**config.mk**
```make
export PLATFORM = sky130hd
export DESIGN_NAME = mem_turn_scheduler
export DESIGN_NICKNAME = d
export VERILOG_FILES = /design/src/rtl/mem_turn_scheduler.sv
export SDC_FILE = /design/constraint.sdc
export NUM_CORES = 1
export LEC_CHECK = 0
export ABC_AREA = 0
export BUFFER_PORTS_ARGS = -buffer_cell sky130_fd_sc_hd__buf_4
export CORE_AREA = 4 4 41 43
export CTS_CLUSTER_DIAMETER = 200
export DETAILED_ROUTE_END_ITERATION = 8
export DIE_AREA = 0 0 45 47
export GPL_TIMING_DRIVEN = 1
export MAX_ROUTING_LAYER = met4
export PLACE_DENSITY = 0.66
export REMOVE_ABC_BUFFERS = 1
export SYNTH_ARGS = -nofsm -noshare
export SYNTH_HDL_FRONTEND = slang
export SYNTH_SLANG_ARGS = --single-unit
```
**constraint.sdc**
```tcl
create_clock -name clk -period 1.7 [get_ports clk]
set_input_delay 0.17 -clock clk [delete_from_list [all_inputs] [get_ports clk]]
set_output_delay 0.17 -clock clk [all_outputs]
set_load 0.02 [all_outputs]
```
**src/rtl/mem_turn_scheduler.sv**
```systemverilog
// Time-slot scheduler sharing the video/CPU SRAM port between the ASIC display
// fetcher and the Z80: drives whichturn, the Z80 WAIT line and an ASIC fetch-done strobe.
module mem_turn_scheduler #(
    parameter int         SLOT_CYCLES  = 4,
    parameter logic [7:0] PAT_M0       = 8'b01010101,
    parameter logic [7:0] PAT_M1       = 8'b01010101,
    parameter logic [7:0] PAT_M2       = 8'b00010001,
    parameter logic [7:0] PAT_M3       = 8'b00010001,
    parameter int         MAX_ASIC_RUN = 2
) (
    input  logic       clk,
    input  logic       rst_n,
    input  logic       display_active,
    input  logic [1:0] screen_mode,
    input  logic       asic_fetch_req,
    input  logic       mreq_n,
    input  logic       rd_n,
    input  logic       wr_n,
    input  logic       rfsh_n,
    output logic       whichturn,
    output logic       cpu_wait_n,
    output logic       asic_fetch_ack,
    output logic [2:0] slot_idx
);

    localparam int CW = $clog2(SLOT_CYCLES);
    localparam int RW = (MAX_ASIC_RUN > 0) ? $clog2(MAX_ASIC_RUN + 1) : 1;

    localparam logic [CW-1:0] SLOT_LAST = CW'(SLOT_CYCLES - 1);
    localparam logic [CW-1:0] ACK_CNT   = CW'(SLOT_CYCLES - 2);
    localparam logic [RW-1:0] RUN_MAX   = RW'(MAX_ASIC_RUN);

    localparam logic OWN_CPU  = 1'b0;
    localparam logic OWN_ASIC = 1'b1;

    logic [CW-1:0] count;
    logic [RW-1:0] asic_run;
    logic          hold_used;

    logic          boundary;
    logic          cpu_pend;
    logic          cpu_wr_active;
    logic          hold_fire;
    logic [7:0]    pattern;
    logic [2:0]    next_slot;
    logic          grant;
    logic          next_turn;

    // Reads are recognised from mreq_n alone; RD carries no extra information here.
    logic unused_inputs;
    assign unused_inputs = rd_n;

    // NOTE: every always_comb output gets a default first so no latch is inferred.
    always_comb begin
        boundary      = (count == SLOT_LAST);
        cpu_pend      = !mreq_n && rfsh_n;
        cpu_wr_active = !mreq_n && !wr_n && rfsh_n;
        next_slot     = slot_idx + 3'd1;
        hold_fire     = (whichturn == OWN_CPU) && cpu_wr_active && !hold_used;
        pattern       = PAT_M0;
        grant         = OWN_CPU;

        case (screen_mode)
            2'd0:    pattern = PAT_M0;
            2'd1:    pattern = PAT_M1;
            2'd2:    pattern = PAT_M2;
            default: pattern = PAT_M3;
        endcase

        // An in-flight write keeps the port one extra slot; a pattern slot lost here is gone.
        if (hold_fire) begin
            grant = OWN_CPU;
        end else if (display_active) begin
            grant = pattern[next_slot];
        end else if (asic_fetch_req && !(cpu_pend && (asic_run == RUN_MAX))) begin
            grant = OWN_ASIC;
        end else begin
            grant = OWN_CPU;
        end

        next_turn = boundary ? grant : whichturn;
    end

    // NOTE: sequential state uses non-blocking assignments so every register sees pre-edge values.
    always_ff @(posedge clk) begin
        if (!rst_n) begin
            count          <= '0;
            slot_idx       <= 3'd0;
            whichturn      <= OWN_ASIC;
            cpu_wait_n     <= 1'b1;
            asic_fetch_ack <= 1'b0;
            asic_run       <= '0;
            hold_used      <= 1'b0;
        end else begin
            count <= boundary ? '0 : count + 1'b1;

            if (boundary) begin
                slot_idx  <= next_slot;
                whichturn <= grant;
                hold_used <= hold_fire;
                if (grant == OWN_ASIC) begin
                    if (asic_run != RUN_MAX) begin
                        asic_run <= asic_run + 1'b1;
                    end
                end else begin
                    asic_run <= '0;
                end
            end

            // WAIT follows the owner of the coming cycle, so it covers a whole ASIC slot.
            cpu_wait_n     <= !(cpu_pend && (next_turn == OWN_ASIC));
            asic_fetch_ack <= (count == ACK_CNT) && (whichturn == OWN_ASIC);
        end
    end

endmodule
```
Word level (Yosys, flattened, before mapping)
Index checks and enable logic that the tools add are counted.
{"block": "word_totals", "elab_cells": 46, "reg_bits": 11, "output_inout_bits": 6, "inputBits": 10}
{"block": "classes", "magnitude_cmp": 1, "n_eq_ne": 6, "n_reduce_logical": 18, "bitwise": 2, "muxes": 9, "add_sub_neg": 3}
{"op": "logical AND 1 bit", "n": 9}
{"op": "2-to-1 mux 7 bit", "n": 1}
{"op": "== test 2 bit, second input constant", "n": 3}
{"op": "zero test 1 bit", "n": 5}
{"op": "2-to-1 mux 1 bit", "n": 5}
{"op": "adder 2 x 1 -> 2 bit, second input constant", "n": 2}
{"op": "< comparator 3 x 4 -> 1 bit, second input constant", "n": 1}
{"op": "2-to-1 mux 2 bit", "n": 2}
{"op": "OR reduction 2 bit", "n": 2}
{"op": "adder 3 x 1 -> 3 bit, second input constant", "n": 1}
{"op": "binary-select mux 1 bit (select 3 bit)", "n": 1}
{"op": "== test 2 x 1 -> 1 bit, second input constant", "n": 1}
{"op": "zero test 2 bit", "n": 1}
{"op": "!= test 2 x 1 -> 1 bit, second input constant", "n": 1}
{"op": "!= test 2 bit, second input constant", "n": 1}
{"op": "NOT 1 bit", "n": 2}
{"op": "AND reduction 2 bit", "n": 1}

Logic depth before layout (Yosys ltp)
{"block": "logic_depth", "ltp_word": 11, "depth_mapped": 6, "mapped_depth_nobuf": 6}

Worst setup path after synthesis
OpenSTA, ideal clock, no wires.
{"block": "synth_timing", "path_type": "register to register", "start": "register slot_idx[0]", "end": "register cpu_wait_n", "path_buffers": 0, "arrival_ps": 1298, "stages_incl_launch_ff": 6, "path_slack_ps": 277, "period_less_slack_ps": 1423, "path_cell_list": "dfxtp_1 > ha_1 > and2_4 > o22ai_1 > a31oi_1 > nand3b_1"}
{"block": "synth_between", "elab_chain_len": 8}
{"element": "from (decl)", "line": "23", "rtl": "output logic [2:0] slot_idx"}
{"element": "from (signal assigned)", "line": "98", "rtl": "slot_idx <= next_slot;"}
{"element": "adder 3 x 1 -> 3 bit", "line": "58", "rtl": "next_slot = slot_idx + 3'd1;"}
{"element": "named net next_slot[1]", "line": "45", "rtl": "logic [2:0] next_slot;"}
{"element": "binary-select mux 1 bit (select 3 bit)", "line": "74", "rtl": "grant = pattern[next_slot];"}
{"element": "2-to-1 mux 1 bit (not written as such)", "line": "74"}
{"element": "2-to-1 mux 1 bit", "line": "73", "rtl": "end else if (display_active) begin"}
{"element": "2-to-1 mux 1 bit", "line": "71", "rtl": "if (hold_fire) begin"}
{"element": "2-to-1 mux 1 bit"}
{"element": "logical AND 1 bit", "line": "111", "rtl": "cpu_wait_n <= !(cpu_pend && (next_turn == OWN_ASIC));"}
{"element": "zero test 1 bit", "line": "111"}
{"element": "to (signal assigned)", "line": "111"}
{"element": "to (decl)", "line": "21", "rtl": "output logic cpu_wait_n,"}
The timed path passes the listed nets, and every way through them passes these cells. The select of a mux whose other input is x is not followed.
A chain may end at the register's enable or synchronous reset.

Worst setup path after layout
{"block": "layout_timing", "start": "register slot_idx[0]", "end": "register asic_run[0]"}
{"block": "layout_between", "elab_chain_len": 7}
{"element": "adder 3 x 1 -> 3 bit *", "line": "58"}
{"element": "named net next_slot[1]", "line": "45"}
{"element": "binary-select mux 1 bit (select 3 bit) *", "line": "74"}
{"element": "2-to-1 mux 1 bit (not written as such) *", "line": "74"}
{"element": "2-to-1 mux 1 bit *", "line": "73"}
{"element": "2-to-1 mux 1 bit *", "line": "71"}
{"element": "!= test 2 x 1 -> 1 bit (no source line)"}
{"element": "AND reduction 2 bit (no source line)"}
{"element": "to (signal assigned)", "line": "103", "rtl": "asic_run <= asic_run + 1'b1;"}
{"element": "to (decl)", "line": "37", "rtl": "logic [RW-1:0] asic_run;"}
Mark *: on every way through the listed nets, which the timed path passes. The rest lies on a longest branch. The select of a mux whose other input is x is not followed.

==> impl_results.md <==
* Pin count of the biggest net entering global routing at 12
* RSZ-0062 raised after global routing: false
* Initial antenna violation count at 0
* Drt wl/cell at 11.42 um
* Die Span Y at 47 um
* DRT Pass-1 Iters at 1
* Crit path kind: register to register
* Top Usage Layer GRT: met2
* Hold_ws at 135.4 ps
* Status: finished, final reports clean
* CP Data Required Time at 1900 ps
* Compound-cell area share of the yosys netlist at 0.1068
* Rows at 13
* Slew Limit Fails at 0
* N_diodes at 0
* CP Capture Type: register
* PD cells at just under 800 nW/um2
* Die W at 45 um
* WL final at approximately 960 um
* Routability cong. at 0.6591
* # port buffers at 13
* Cells after Synth at 54
* Synth Area in Adders at 0.09091
* Startpoint class of the critical path: register
* F_max at 711.0 MHz
* Vias at 422
* Share of cells above drive strength 1 at 0.3623
* Setup TNS at 0 ps
* Nets at 84
* Vias in the first global route at 383
* CP max stage delay at 410 ps
* Clock skew at 2.208 ps
* ANT nets after route at 0
* Max-capacitance violation count at 0
* Fin crit period at about 1400 ps
* Synth warn at 0
* Final setup violation count at 0
* I/O Pins at 16
* CTS H-tree lvls at 1
* HPWL after DPL at 757.7 um
* DP Cell Count at 80
* Non-Filler Instances at 84
* CTS Sinks at 11
* Seq/Total Area, Yosys at 0.4000
* Post_cts resized at 0
* Worst VDD drop at 0.0003978 V
* Starting Density at 0.4231
* Grt ovf at 0
* First-pass GRT wire length at ~1.6 mm
* Final Cycle Share at 0.8274
* Final setup margin at 293.5 ps
* Final Hold Viols at 0
* DRT iter0 DRCs at 0
* Total CTS buffers at 3
* Simple-gate share of the synthesized area at 0.2705
* Total Power at 0.5427 mW
* GR met1 Demand/Resource at 0.1218
* Area of the core at between 1000 and 1500 um2
* Post-route DRC at 0
* GRT Util Overall at 0.1155
* Place WS at ~280 ps
* Clk slew on worst S/H paths at roughly 70 ps
* Total die area at 2115 um2
* Postcts setup bufs at 0
* Clock root cell: clkbuf_4
* CTS tree: done
* Max-Slew Margin vs Limit at 0.7706
* #FFs+latches synth at 11
* Area Growth Syn to Fin at 24.09%
* Grt met3 use at 0.06897
* GR Layer Usage met2 at 0.1808
* Worst Max-Slew Pin Slew at 344.1 ps
* Cell area after synthesis at about 550 um2
* Leak pwr at 0.3125 nW
* Avg Cell Area, Syn at 10.19 um2
* Number of distinct library cells after synthesis at 28
* Clk_lat worst skew at 270 ps
* Cts hold-fix bufs at 0
* Worst Path Arrival at 1600 ps
* XOR/XNOR share of the synthesized area at 0.03182
* CP max-delay cell: dfxtp_1
* Critical-path cell list: ha_1 > and2_4 > o21ai_0 > nand4_1 > mux2i_1
* Main combinational cell family by area after synthesis: simple AND/OR/NAND/NOR gates
* CTS max path bufs at 2
* Via/cell ratio at 5.024
* Min-delay worst type: input port to register
* CP max FO at 4
* Multiplexer share of the synthesized area at 0.05455
metal layers:
metal  part of all wire  vias up
li1                   -      210
met1               0.38      198
met2               0.52       12
met3              0.088        2
met4             0.0083        0
met5                  0        -
worst paths after layout:
kind,slack (ps),end,start,cells past startpoint
max,290,asic_run[0]$_SDFFE_PN0P_,slot_idx[0]$_SDFFE_PN0P_,5
min reg2reg,450,count[0]$_SDFF_PP0_,count[0]$_SDFF_PP0_,1
max reg2reg,290,asic_run[0]$_SDFFE_PN0P_,slot_idx[0]$_SDFFE_PN0P_,5
min,140,whichturn$_SDFF_PN1_,rst_n,2
worst max-delay path: cells and delay by family (launching register included):
family	cells	cell delay (ps)
compound gates	1	170
fa+ha+maj	1	270
mux	1	160
simple gates	2	330
flops	1	410
report_power, final:
part           switching [mW]  total [mW]  internal (mW)  leakage (nW)
registers             0.00925       0.280          0.271        0.0896
logic                  0.0416      0.0867         0.0450         0.208
clock network          0.0849       0.176         0.0908        0.0150
logic make-up (layout without fill, tap and decap cells):
family | Yosys count | after routing
compound gates | 6 | 6
xor+xnor | 2 | 2
fa+ha+maj | 4 | 4
buf+inv | 6 | 21
flops | 11 | 11
mux | 3 | 3
simple gates | 22 | 22
synthesized netlist by cell type:
library cell	n	area, um2
and2b_1	1	7.510
and3_1	1	6.260
a31oi_1	1	6.260
o22ai_1	1	6.260
nor2b_1	3	18.77
nor3_2	1	10.01
nor2_1	2	7.510
nand2b_1	1	6.260
nand2b_4	1	13.76
nand2_1	2	7.510
nor2b_2	1	8.760
a41oi_2	1	16.27
and2_4	1	8.760
and3b_1	1	8.760
o21ai_0	1	5.000
inv_1	4	15.01
and2_1	3	18.77
ha_1	4	50.05
xor2_1	1	8.760
nand4_1	1	6.260
dfxtp_1	11	220.2
clkbuf_2	1	5.000
xnor2_1	1	8.760
buf_2	1	5.000
mux2i_1	3	30.03
nand2_2	2	12.51
o22ai_2	2	25.02
nand3b_1	1	7.510
sequential cells by signal (all words and copies together) (netlist names):
| name | flops |
|---|---|
| slot_idx | 3 |
| cpu_wait_n | 1 |
| asic_run | 2 |
| count | 2 |
| whichturn | 1 |
| asic_fetch_ack | 1 |
| hold_used | 1 |
cells in the final DEF (no fill, tap or decap), drive strengths merged:
master | Yosys | final
a31oi | 1 | 1
a41oi | 1 | 1
and2 | 4 | 4
and2b | 1 | 1
and3 | 1 | 1
and3b | 1 | 1
buf | 1 | 13
clkbuf | 1 | 4
dfxtp | 11 | 11
ha | 4 | 4
inv | 4 | 4
mux2i | 3 | 3
nand2 | 4 | 4
nand2b | 2 | 2
nand3b | 1 | 1
nand4 | 1 | 1
nor2 | 2 | 2
nor2b | 4 | 4
nor3 | 1 | 1
o21ai | 1 | 1
o22ai | 3 | 3
xnor2 | 1 | 1
xor2 | 1 | 1
area by class of cell:
| class | count | area (um2) |
|---|---|---|
| flip-flops and latches | 11 | 220.2 |
| clock buffers | 4 | 26.28 |
| multi-input cells | 37 | 305.3 |
| fillers | 135 | 618.1 |
| repair buffers | 13 | 97.59 |
| well taps | 15 | 18.77 |
| inverters | 4 | 15.01 |
stage by stage:
step	cell area [um2]	util
CTS	683.2	0.5250
global placement	656.9	0.5048
finish	683.2	0.5250
global route	683.2	0.5250
floorplan	540.5	-
detailed placement	656.9	0.5048
No activity file was read; power rests on OpenSTA's default activity.
